==> config.mk <==
export PLATFORM = sky130hd
export DESIGN_NAME = alu_src_b_reg
export DESIGN_NICKNAME = d
export VERILOG_FILES = /design/src/rtl/alu_src_b_reg.sv
export SDC_FILE = /design/constraint.sdc
export NUM_CORES = 1
export LEC_CHECK = 0
export ABC_AREA = 1
export CAP_MARGIN = 10
export CELL_PAD_IN_SITES_DETAIL_PLACEMENT = 1
export CELL_PAD_IN_SITES_GLOBAL_PLACEMENT = 1
export CORE_MARGIN = 3
export CORE_UTILIZATION = 30
export CTS_BUF_LIST = sky130_fd_sc_hd__clkbuf_4 sky130_fd_sc_hd__clkbuf_8
export CTS_CLUSTER_SIZE = 25
export DETAILED_ROUTE_END_ITERATION = 10
export PLACE_DENSITY_LB_ADDON = 0.1
export SYNTH_ARGS = -nofsm -noshare
export SYNTH_HDL_FRONTEND = slang
export SYNTH_SLANG_ARGS = --single-unit
==> constraint.sdc <==
create_clock -name clk -period 2.45 [get_ports clk]
set_clock_uncertainty 0.2 [all_clocks]
set_input_delay 0.735 -clock clk [delete_from_list [all_inputs] [get_ports clk]]
set_output_delay 0.735 -clock clk [all_outputs]
set_load 0.01 [all_outputs]
==> src/rtl/alu_src_b_reg.sv <==
// Registered ALU operand-B selector: eight-way source set with immediate
// extension, shift and LUI forms, load/flush control, valid and sticky error.
module alu_src_b_reg #(
  parameter int WIDTH     = 32,
  parameter int IMM_WIDTH = 16,
  parameter int CONST_INC = 4
) (
  input  logic                 clk,
  input  logic                 reset,
  input  logic                 load,
  input  logic                 flush,
  input  logic [2:0]           selector,
  input  logic [WIDTH-1:0]     data_0,
  input  logic [WIDTH-1:0]     data_1,
  input  logic [IMM_WIDTH-1:0] imm,
  output logic [WIDTH-1:0]     data_out,
  output logic                 out_valid,
  output logic                 sel_err
);

  localparam int                PAD_W   = WIDTH - IMM_WIDTH;
  localparam logic [WIDTH-1:0]  CONST_W = WIDTH'(CONST_INC);
  localparam logic [2:0]        SEL_ILL = 3'd7;

  function automatic logic signed [WIDTH-1:0] sign_ext(input logic [IMM_WIDTH-1:0] v);
    return {{PAD_W{v[IMM_WIDTH-1]}}, v};
  endfunction

  function automatic logic [WIDTH-1:0] zero_ext(input logic [IMM_WIDTH-1:0] v);
    return {{PAD_W{1'b0}}, v};
  endfunction

  function automatic logic [WIDTH-1:0] lui_form(input logic [IMM_WIDTH-1:0] v);
    return {v, {PAD_W{1'b0}}};
  endfunction

  logic signed [WIDTH-1:0] sext;
  logic [WIDTH-1:0]        sel_val;
  logic                    sel_ill;

  logic [WIDTH-1:0] data_q, data_d;
  logic             valid_q, valid_d;
  logic             err_q, err_d;

  assign sext    = sign_ext(imm);
  assign sel_ill = (selector == SEL_ILL);

  always_comb begin
    sel_val = '0;
    case (selector)
      3'd0:    sel_val = data_0;
      3'd1:    sel_val = CONST_W;
      3'd2:    sel_val = data_1;
      3'd3:    sel_val = sext;
      // Top two bits of the extended immediate fall off; no overflow reported.
      3'd4:    sel_val = sext <<< 2;
      3'd5:    sel_val = zero_ext(imm);
      3'd6:    sel_val = lui_form(imm);
      default: sel_val = '0;
    endcase
  end

  // Flush outranks load; an illegal select only raises the error and holds data.
  always_comb begin
    data_d  = data_q;
    valid_d = valid_q;
    err_d   = err_q;
    if (flush) begin
      data_d  = '0;
      valid_d = 1'b0;
    end else if (load) begin
      if (sel_ill) begin
        err_d = 1'b1;
      end else begin
        data_d  = sel_val;
        valid_d = 1'b1;
      end
    end
  end

  always_ff @(posedge clk or negedge reset) begin
    if (!reset) begin
      data_q  <= '0;
      valid_q <= 1'b0;
      err_q   <= 1'b0;
    end else begin
      data_q  <= data_d;
      valid_q <= valid_d;
      err_q   <= err_d;
    end
  end

  assign data_out  = data_q;
  assign out_valid = valid_q;
  assign sel_err   = err_q;

endmodule

* Word-level counts from Yosys, hierarchy flattened
Cells that the tools add are included.
Word-level totals: register bits after elaboration 34, logic and storage cells 23
Operators by class: multiplexer cells 7, reductions and logical operators 4, eq/ne operators 8, bitwise operators 1
Operators by type and width (number):
- case mux 32 bit (7 select lines) | 1
- two-way mux 32 bit | 3
- equality test 3 bit, second input constant | 4
- equality test 3 x 2 -> 1 bit, second input constant | 2
- equality test 3 x 1 -> 1 bit, second input constant | 1
- zero test 3 bit | 1
- two-way mux 1 bit | 3
- AND reduction 3 bit | 1
- != test 2 bit, second input constant | 1
- AND reduction 2 bit | 1
- nonzero test 2 bit | 1
- inverter 1 bit | 1

* Longest topological paths before layout
Gate-level depths: netlist (run 1).
depth in word-level cells 5, depth in mapped cells 8, mapped depth without buffers 7

* Least setup slack after synthesis (run 1)
OpenSTA, ideal clock, no wires.
kind input to register, from input selector[0], to register data_q[19], in the netlist data_out[19], stages 7, arrival time 1.520 ns, slack 0.609 ns, setup time 0.120 ns, cells stage by stage buf_4 inv_2 nand3_2 clkbuf_1 o21ai_0 o21ai_1 nand2_1
On the way: cells in the longest elaborated chain, start to end 5, elaborated cells between the ends (all ways) 14
Ends and longest elaborated chain:
- start, declared | RTL line 12 | input logic [2:0] selector,
- equality test 3 bit, or another cell as far along | RTL line 50 | case (selector)
- case mux 32 bit (7 select lines) | RTL line 50
- two-way mux 32 bit | RTL line 72 | if (sel_ill) begin
- two-way mux 32 bit | RTL line 71 | end else if (load) begin
- two-way mux 32 bit | RTL line 68 | if (flush) begin
- end signal, assigned | RTL line 87 | data_q <= data_d;
- end, declared | RTL line 41 | logic [WIDTH-1:0] data_q, data_d;
Parallel ways exist; a longest one is shown, timed or not. The select of a mux whose other input is x is not followed. A chain may end at the register's enable or synchronous reset.

* Final worst setup path (run 1)
from input selector[0], to register data_q[2], in the netlist data_out[2]
The elaborated chain is that of the path after synthesis.

==> results by group, run 1 <==
Status
  • Status: finished clean

Synthesis
  • Post-Syn Area: 2490 sq um
  • Syn_area_per_cell: 6.70 sq um
  • #FFs+latches synth: 34
  • Synth warn: 0
  • Synth cell types: 20
  • Syn_nets: 458
  • Sequential cell area fraction in the yosys report: 0.342
  • Synth Instances: approximately 370

Clock tree
  • Post_cts resized: 0
  • Post CTS Setup Buffer Count: 0
  • CTS Buf Count: 5
  • Worst skew pair latency: 0.29 ns
  • Hold-fix buffers, CTS: 0
  • Max H-tree Level: 2
  • Clock sink count: 34
  • Reg clk slew, reported paths: 0.08 ns
  • Clock tree buffer depth: 2
  • CTS tree: done
  • CTS root buf: clkbuf_8

Layout
  • Fin nets: approximately 570
  • Final non-filler cell total: 589
  • Filler cell count: around 990
  • Syn-to-layout area delta: 61.4%
  • N_diodes: 0
  • Share of cells above drive strength 1: 0.0842
  • Sequential cell area: 851 sq um
  • Multi-input gate area: 1350 sq um

Setup path
  • Critical Path Stages: 9
  • Crit end category: flip-flop
  • CP bufs+invs: 2
  • Critical path class: primary input to flip-flop
  • CP most frequent cell: nand2_1
  • Crit-path leading delay family: buffers and inverters
  • Critical Path Fanout Max: 22
  • Slowest stage delay, CP: 0.55 ns
  • CP Data Required Time: 2.47 ns
  • WP data arrival: roughly 2.2 ns
  • Depth of the most critical reg-to-reg path: 1
  • Startpoint Class: primary input
  • Crit-path slowest cell: clkdlybuf4s50_1
  • CP Cell Sequence: clkdlybuf4s50_1 -> nor2_4 -> buf_4 -> nand3_1 -> nand2_1 -> nor2_1 -> nand2_1 -> nand2_1 -> nand2_1

Pwr
  • Clock power frac: 0.290
  • Total Power: 1580 uW
  • Internal Power: 1100 uW
  • Net Sw Frac: 0.303
  • Leak pwr: 0.00189 uW
  • IR drop worst, VDD: 0.283 mV
  • Net Switching: 477 uW
  • Combinational share of power: 0.320
  • Seq pwr share: 0.389
  • Pwr dens: 393 nW/um^2

Floorplanning
  • DIE AREA: 9420 sq um
  • Initial Utilization: 0.315
  • IO Pins: 121
  • Die W: 97.1 microns
  • Height of the die: 97.1 microns
  • Num rows: 32
  • Core footprint: between 7000 and 8000 sq um

Worst hold path
  • Hold Crit Class: primary input to async pin

Route
  • Via/cell ratio: about 5.3
  • DR iter-0 viols: 169
  • DRC: 0
  • DR WL met3: between 500 and 600 microns
  • Met1 Wirelength: 4.44 mm
  • DR pass1 iterations: 4
  • Antenna Nets Post-Route: 0
  • Top Metal Used: met4
  • DR WL met2: roughly 5 mm
  • Drt wl/cell: 17.0 microns
  • Vias: 3146
  • WL final: around 10 mm

Timing
  • Worst slew pin tran: about 0.45 ns
  • Final Cycle Share: 0.902
  • Final setup fails: 0
  • Max Freq: approximately 0.45 GHz
  • Setup TNS: 0 ns
  • Final hold vios: 0
  • Minimum clock period: 2.21 ns
  • Max-slew violations: 0
  • Final hold slack: 0.179 ns
  • Slew HR: 0.701
  • RSZ-0062 raised after global routing: no

Flow run
  • Max cap viols: 0

Global route
  • GRT Overall Usage: 0.214
  • First-pass GRT wire length: 16.6 mm
  • Largest net degree at the start of global routing: between 40 and 50
  • Antenna violations before repair: 0
  • Vias in the first global route: roughly 3200
  • Gr ovfl total: 0

Placement
  • Placed instance count: approximately 580
  • Gpl congestion: 0.822
  • Port bufs: 120
  • Dpl hpwl: 7.70 mm
-- per-stage QoR --
| stage | instance area (sq um) | utilization | setup WS, ns |
|---|---|---|---|
| 6_report | 4010 | 0.509 | 0.239 |
| 5_1_grt | 4010 | 0.509 | 0.117 |
| 4_1_cts | 4010 | 0.509 | 0.253 |
| 3_5_place_dp | 3920 | 0.497 | -0.0533 |
| 3_3_place_gp | 3920 | 0.497 | 0.0127 |
| 2_1_floorplan | 2490 | - | 0.609 |
-- cells in the mapped netlist, drive strengths merged --
cell    count  share of area
a21boi      1         0.0030
nand3      81           0.17
dfrtp      34           0.34
nand4      48           0.12
inv        31          0.047
buf        24          0.056
nor2        3         0.0075
nor3        1         0.0020
nand2      79           0.12
clkbuf     11          0.017
o21bai      1         0.0030
o21ai      56           0.11
a21oi       1         0.0035
-- final timing paths --
kind	to	slack [ns]	start
min in group clk	data_out[3]	0.28	data_out[3]
worst max-delay path	data_out[2]	0.24	selector[0]
worst min register to register	data_out[3]	0.28	data_out[3]
worst max register to register	sel_err	1.59	sel_err
worst min-delay path	data_out[14]	0.18	reset
max in group asynchronous	data_out[28]	1.25	reset
-- layout make-up --
type                       instances  share of cell area
sequential                        34               0.212
inverter                          31              0.0290
tap                              102              0.0318
clock buffer                       7              0.0224
clock inverter                     1             0.00125
timing repair buffer             143               0.368
multi-input combinational        271               0.336
-- registers in the layout (all words and copies together) (netlist names) --
signal     count
out_valid      1
data_out      32
sel_err        1
-- power groups by stage --
stage	sequential [uW]	combinational [uW]	clock, uW
2_1_floorplan	638	172	0
3_3_place_gp	623	500	0
3_5_place_dp	623	508	0
4_1_cts	614	509	474
5_1_grt	617	551	495
6_report	614	505	457
-- cell usage in the layout, fill, tap and decap left out --
cell type	count
nor2_4	1
clkinv_2	1
clkbuf_4	1
nor2_1	2
a21boi_1	1
o21ai_1	32
clkbuf_8	6
nand4_1	48
nand3_1	79
buf_4	14
nand2_1	79
buf_12	9
inv_1	27
inv_2	4
dfrtp_1	34
o21ai_0	24
nand3_2	2
nor3_1	1
buf_2	2
o21bai_1	1
a21oi_4	1
clkdlybuf4s50_1	118
-- per-layer routing --
metal / vias up / global-route usage
met5: - / 0
met4: 0 / 0.0497
met3: 9 / 0.0337
met2: 96 / 0.355
met1: 1519 / 0.292
li1: 1522 / -
-- cells by family (layout without fill, tap and decap cells) --
| logic type | Yosys count | in the layout | share of synthesized area |
|---|---|---|---|
| buffers and inverters | 66 | 182 | 0.119 |
| AND/OR/NAND/NOR | 212 | 212 | 0.416 |
| AO/OA/AOI/OAI | 59 | 59 | 0.122 |
| flip-flops | 34 | 34 | 0.342 |
Power figures use the tool's default switching activity.
==> run 2, diff against run 1 <==
--- a/config.mk
+++ b/config.mk
@@ -15,6 +15,7 @@
 export CTS_CLUSTER_SIZE = 25
 export DETAILED_ROUTE_END_ITERATION = 10
 export PLACE_DENSITY_LB_ADDON = 0.1
+export SETUP_SLACK_MARGIN = 0.5
 export SYNTH_ARGS = -nofsm -noshare
 export SYNTH_HDL_FRONTEND = slang
 export SYNTH_SLANG_ARGS = --single-unit
==> run 2 against run 1 <==
  * Power increased by 4.6%
  * Via count is 6.8% higher
  * Final cell count is 3.7% higher
  * Critical endpoint is now data_out[1]
  * Cell area is 9.2% higher
  * Utilization grew 4.7 points
==> results by group, run 2 (same netlist as run 1, synthesis figures left out) <==
Floorplanning
  • Die W: 97.1 microns
  • Num rows: 32
  • DIE AREA: 9420 sq um
  • Core footprint: about 7900 sq um
  • Height of the die: 97.1 microns
  • Initial Utilization: 0.315
  • IO Pins: 121

Setup path
  • Crit-path leading delay family: buffers and inverters
  • Critical path class: primary input to flip-flop
  • Crit end category: flip-flop
  • Startpoint Class: primary input
  • WP data arrival: 2.03 ns
  • Crit-path slowest cell: buf_4
  • Critical Path Fanout Max: 46
  • Slowest stage delay, CP: 0.44 ns
  • CP Data Required Time: 2.42 ns
  • CP most frequent cell: nand2_1
  • CP Cell Sequence: buf_2 -> buf_4 -> nor3_1 -> nand2_1 -> nand2_1 -> o21ai_1 -> nand2_1
  • CP bufs+invs: 2

Clock tree
  • Clock sink count: 34
  • CTS tree: done
  • Worst skew pair latency: 0.29 ns
  • Max H-tree Level: 2
  • CTS Buf Count: 5
  • CTS root buf: clkbuf_8
  • Clock tree buffer depth: 2
  • Reg clk slew, reported paths: 0.08 ns

Timing
  • Worst slew pin tran: 0.470 ns
  • Final Cycle Share: 0.839
  • Max Freq: 0.487 GHz
  • Minimum clock period: 2.05 ns
  • Max-slew violations: 0
  • Final hold vios: 0
  • Final hold slack: approximately 0.18 ns
  • RSZ-0062 raised after global routing: yes
  • Final setup fails: 0
  • Slew HR: 0.687

Placement
  • DP Area: 3920 sq um
  • Gpl congestion: 0.822
  • Dpl hpwl: between 7 and 8 mm
  • Placed instance count: 581
  • Port bufs: 120

Layout
  • Final Util: 0.556
  • Syn-to-layout area delta: 76.3%
  • Fin nets: 595
  • Most frequent cells in the layout: clkdlybuf4s50_1, nand2_1, nand3_1
  • N_diodes: 0
  • Max reg flops: 32
  • Commonest non-fill, non-tap cell in the layout: clkdlybuf4s50_1
  • Final non-filler cell total: 611
  • Share of cells above drive strength 1: 0.149
  • Post-route cell area: 4380 sq um

Route
  • Drt wl/cell: about 19 microns
  • Antenna Nets Post-Route: 0
  • DRC: 0
  • Vias: 3361
  • DR pass1 iterations: 5
  • WL final: 11.7 mm
  • Via/cell ratio: 5.50
  • DR iter-0 viols: approximately 210

Global route
  • Vias in the first global route: roughly 3400
  • Antenna violations before repair: 0
  • Gr ovfl total: 0
  • First-pass GRT wire length: 17.6 mm
  • GRT Overall Usage: 0.230
  • Largest net degree at the start of global routing: 47

Worst hold path
  • Hold Crit Class: primary input to async pin

Pwr
  • IR drop worst, VDD: 0.288 mV
  • Leak pwr: 0.00225 uW
  • Pwr dens: 376 nW/um^2

Status
  • Status: finished clean

Flow run
  • Max cap viols: 0
[run 2: final timing paths]
path	start	end	slack, ns	cells past startpoint
worst max-delay path	selector[2]	data_out[1]	0.40	7
worst min-delay path	reset	data_out[22]	0.18	1
worst max register to register	data_out[1]	data_out[1]	1.55	2
worst min register to register	data_out[3]	data_out[3]	0.28	2
max in group asynchronous	reset	data_out[28]	1.23	2
min in group clk	data_out[3]	data_out[3]	0.28	2
[run 2: area by class of cell]
class	count	area [sq um]
well taps	102	128
fillers	992	3500
flip-flops and latches	34	851
inverters	31	124
multi-input cells	271	1400
clock inverters	1	5.00
repair buffers	165	1780
clock buffers	7	90.1
[run 2: stage by stage]
step / total power (uW) / setup WS [ns] / setup TNS [ns]
2_1_floorplan: 809 / 0.609 / 0
3_3_place_gp: 1120 / 0.0127 / 0
3_5_place_dp: 1130 / -0.0533 / -0.114
4_1_cts: 1620 / 0.490 / 0
5_1_grt: 1730 / 0.340 / 0
6_report: 1650 / 0.396 / 0
[run 2: power breakdown]
| group | switching [uW] | total (uW) | internal (uW) |
|---|---|---|---|
| Combinational | 274 | 572 | 298 |
| Sequential | 19.1 | 613 | 594 |
| Clock | 225 | 464 | 238 |
[run 2: worst register-to-register path, delay by kind of cell (launching register included)]
family	cells	cell delay (ns)
AND/OR/NAND/NOR	2	0.18
flip-flops	1	0.40
[run 2: repair_timing]
action,CTS,global route
pin swaps,2,10
endpoints found under the setup margin,66,33
gates cloned,2,3
setup buffers,10,7
hold buffers,0,0
endpoints found under the hold margin,0,0
gates resized for setup,53,23
[run 2: routing by layer]
layer  GRT usage  share of wire  wire length (microns)  up-vias
met5           0              0                      0        -
met2       0.392           0.49                   5750      145
met1       0.297           0.42                   4860     1612
met3      0.0402          0.065                    755       25
li1            -              -                      -     1579
met4      0.0680          0.026                    304        0
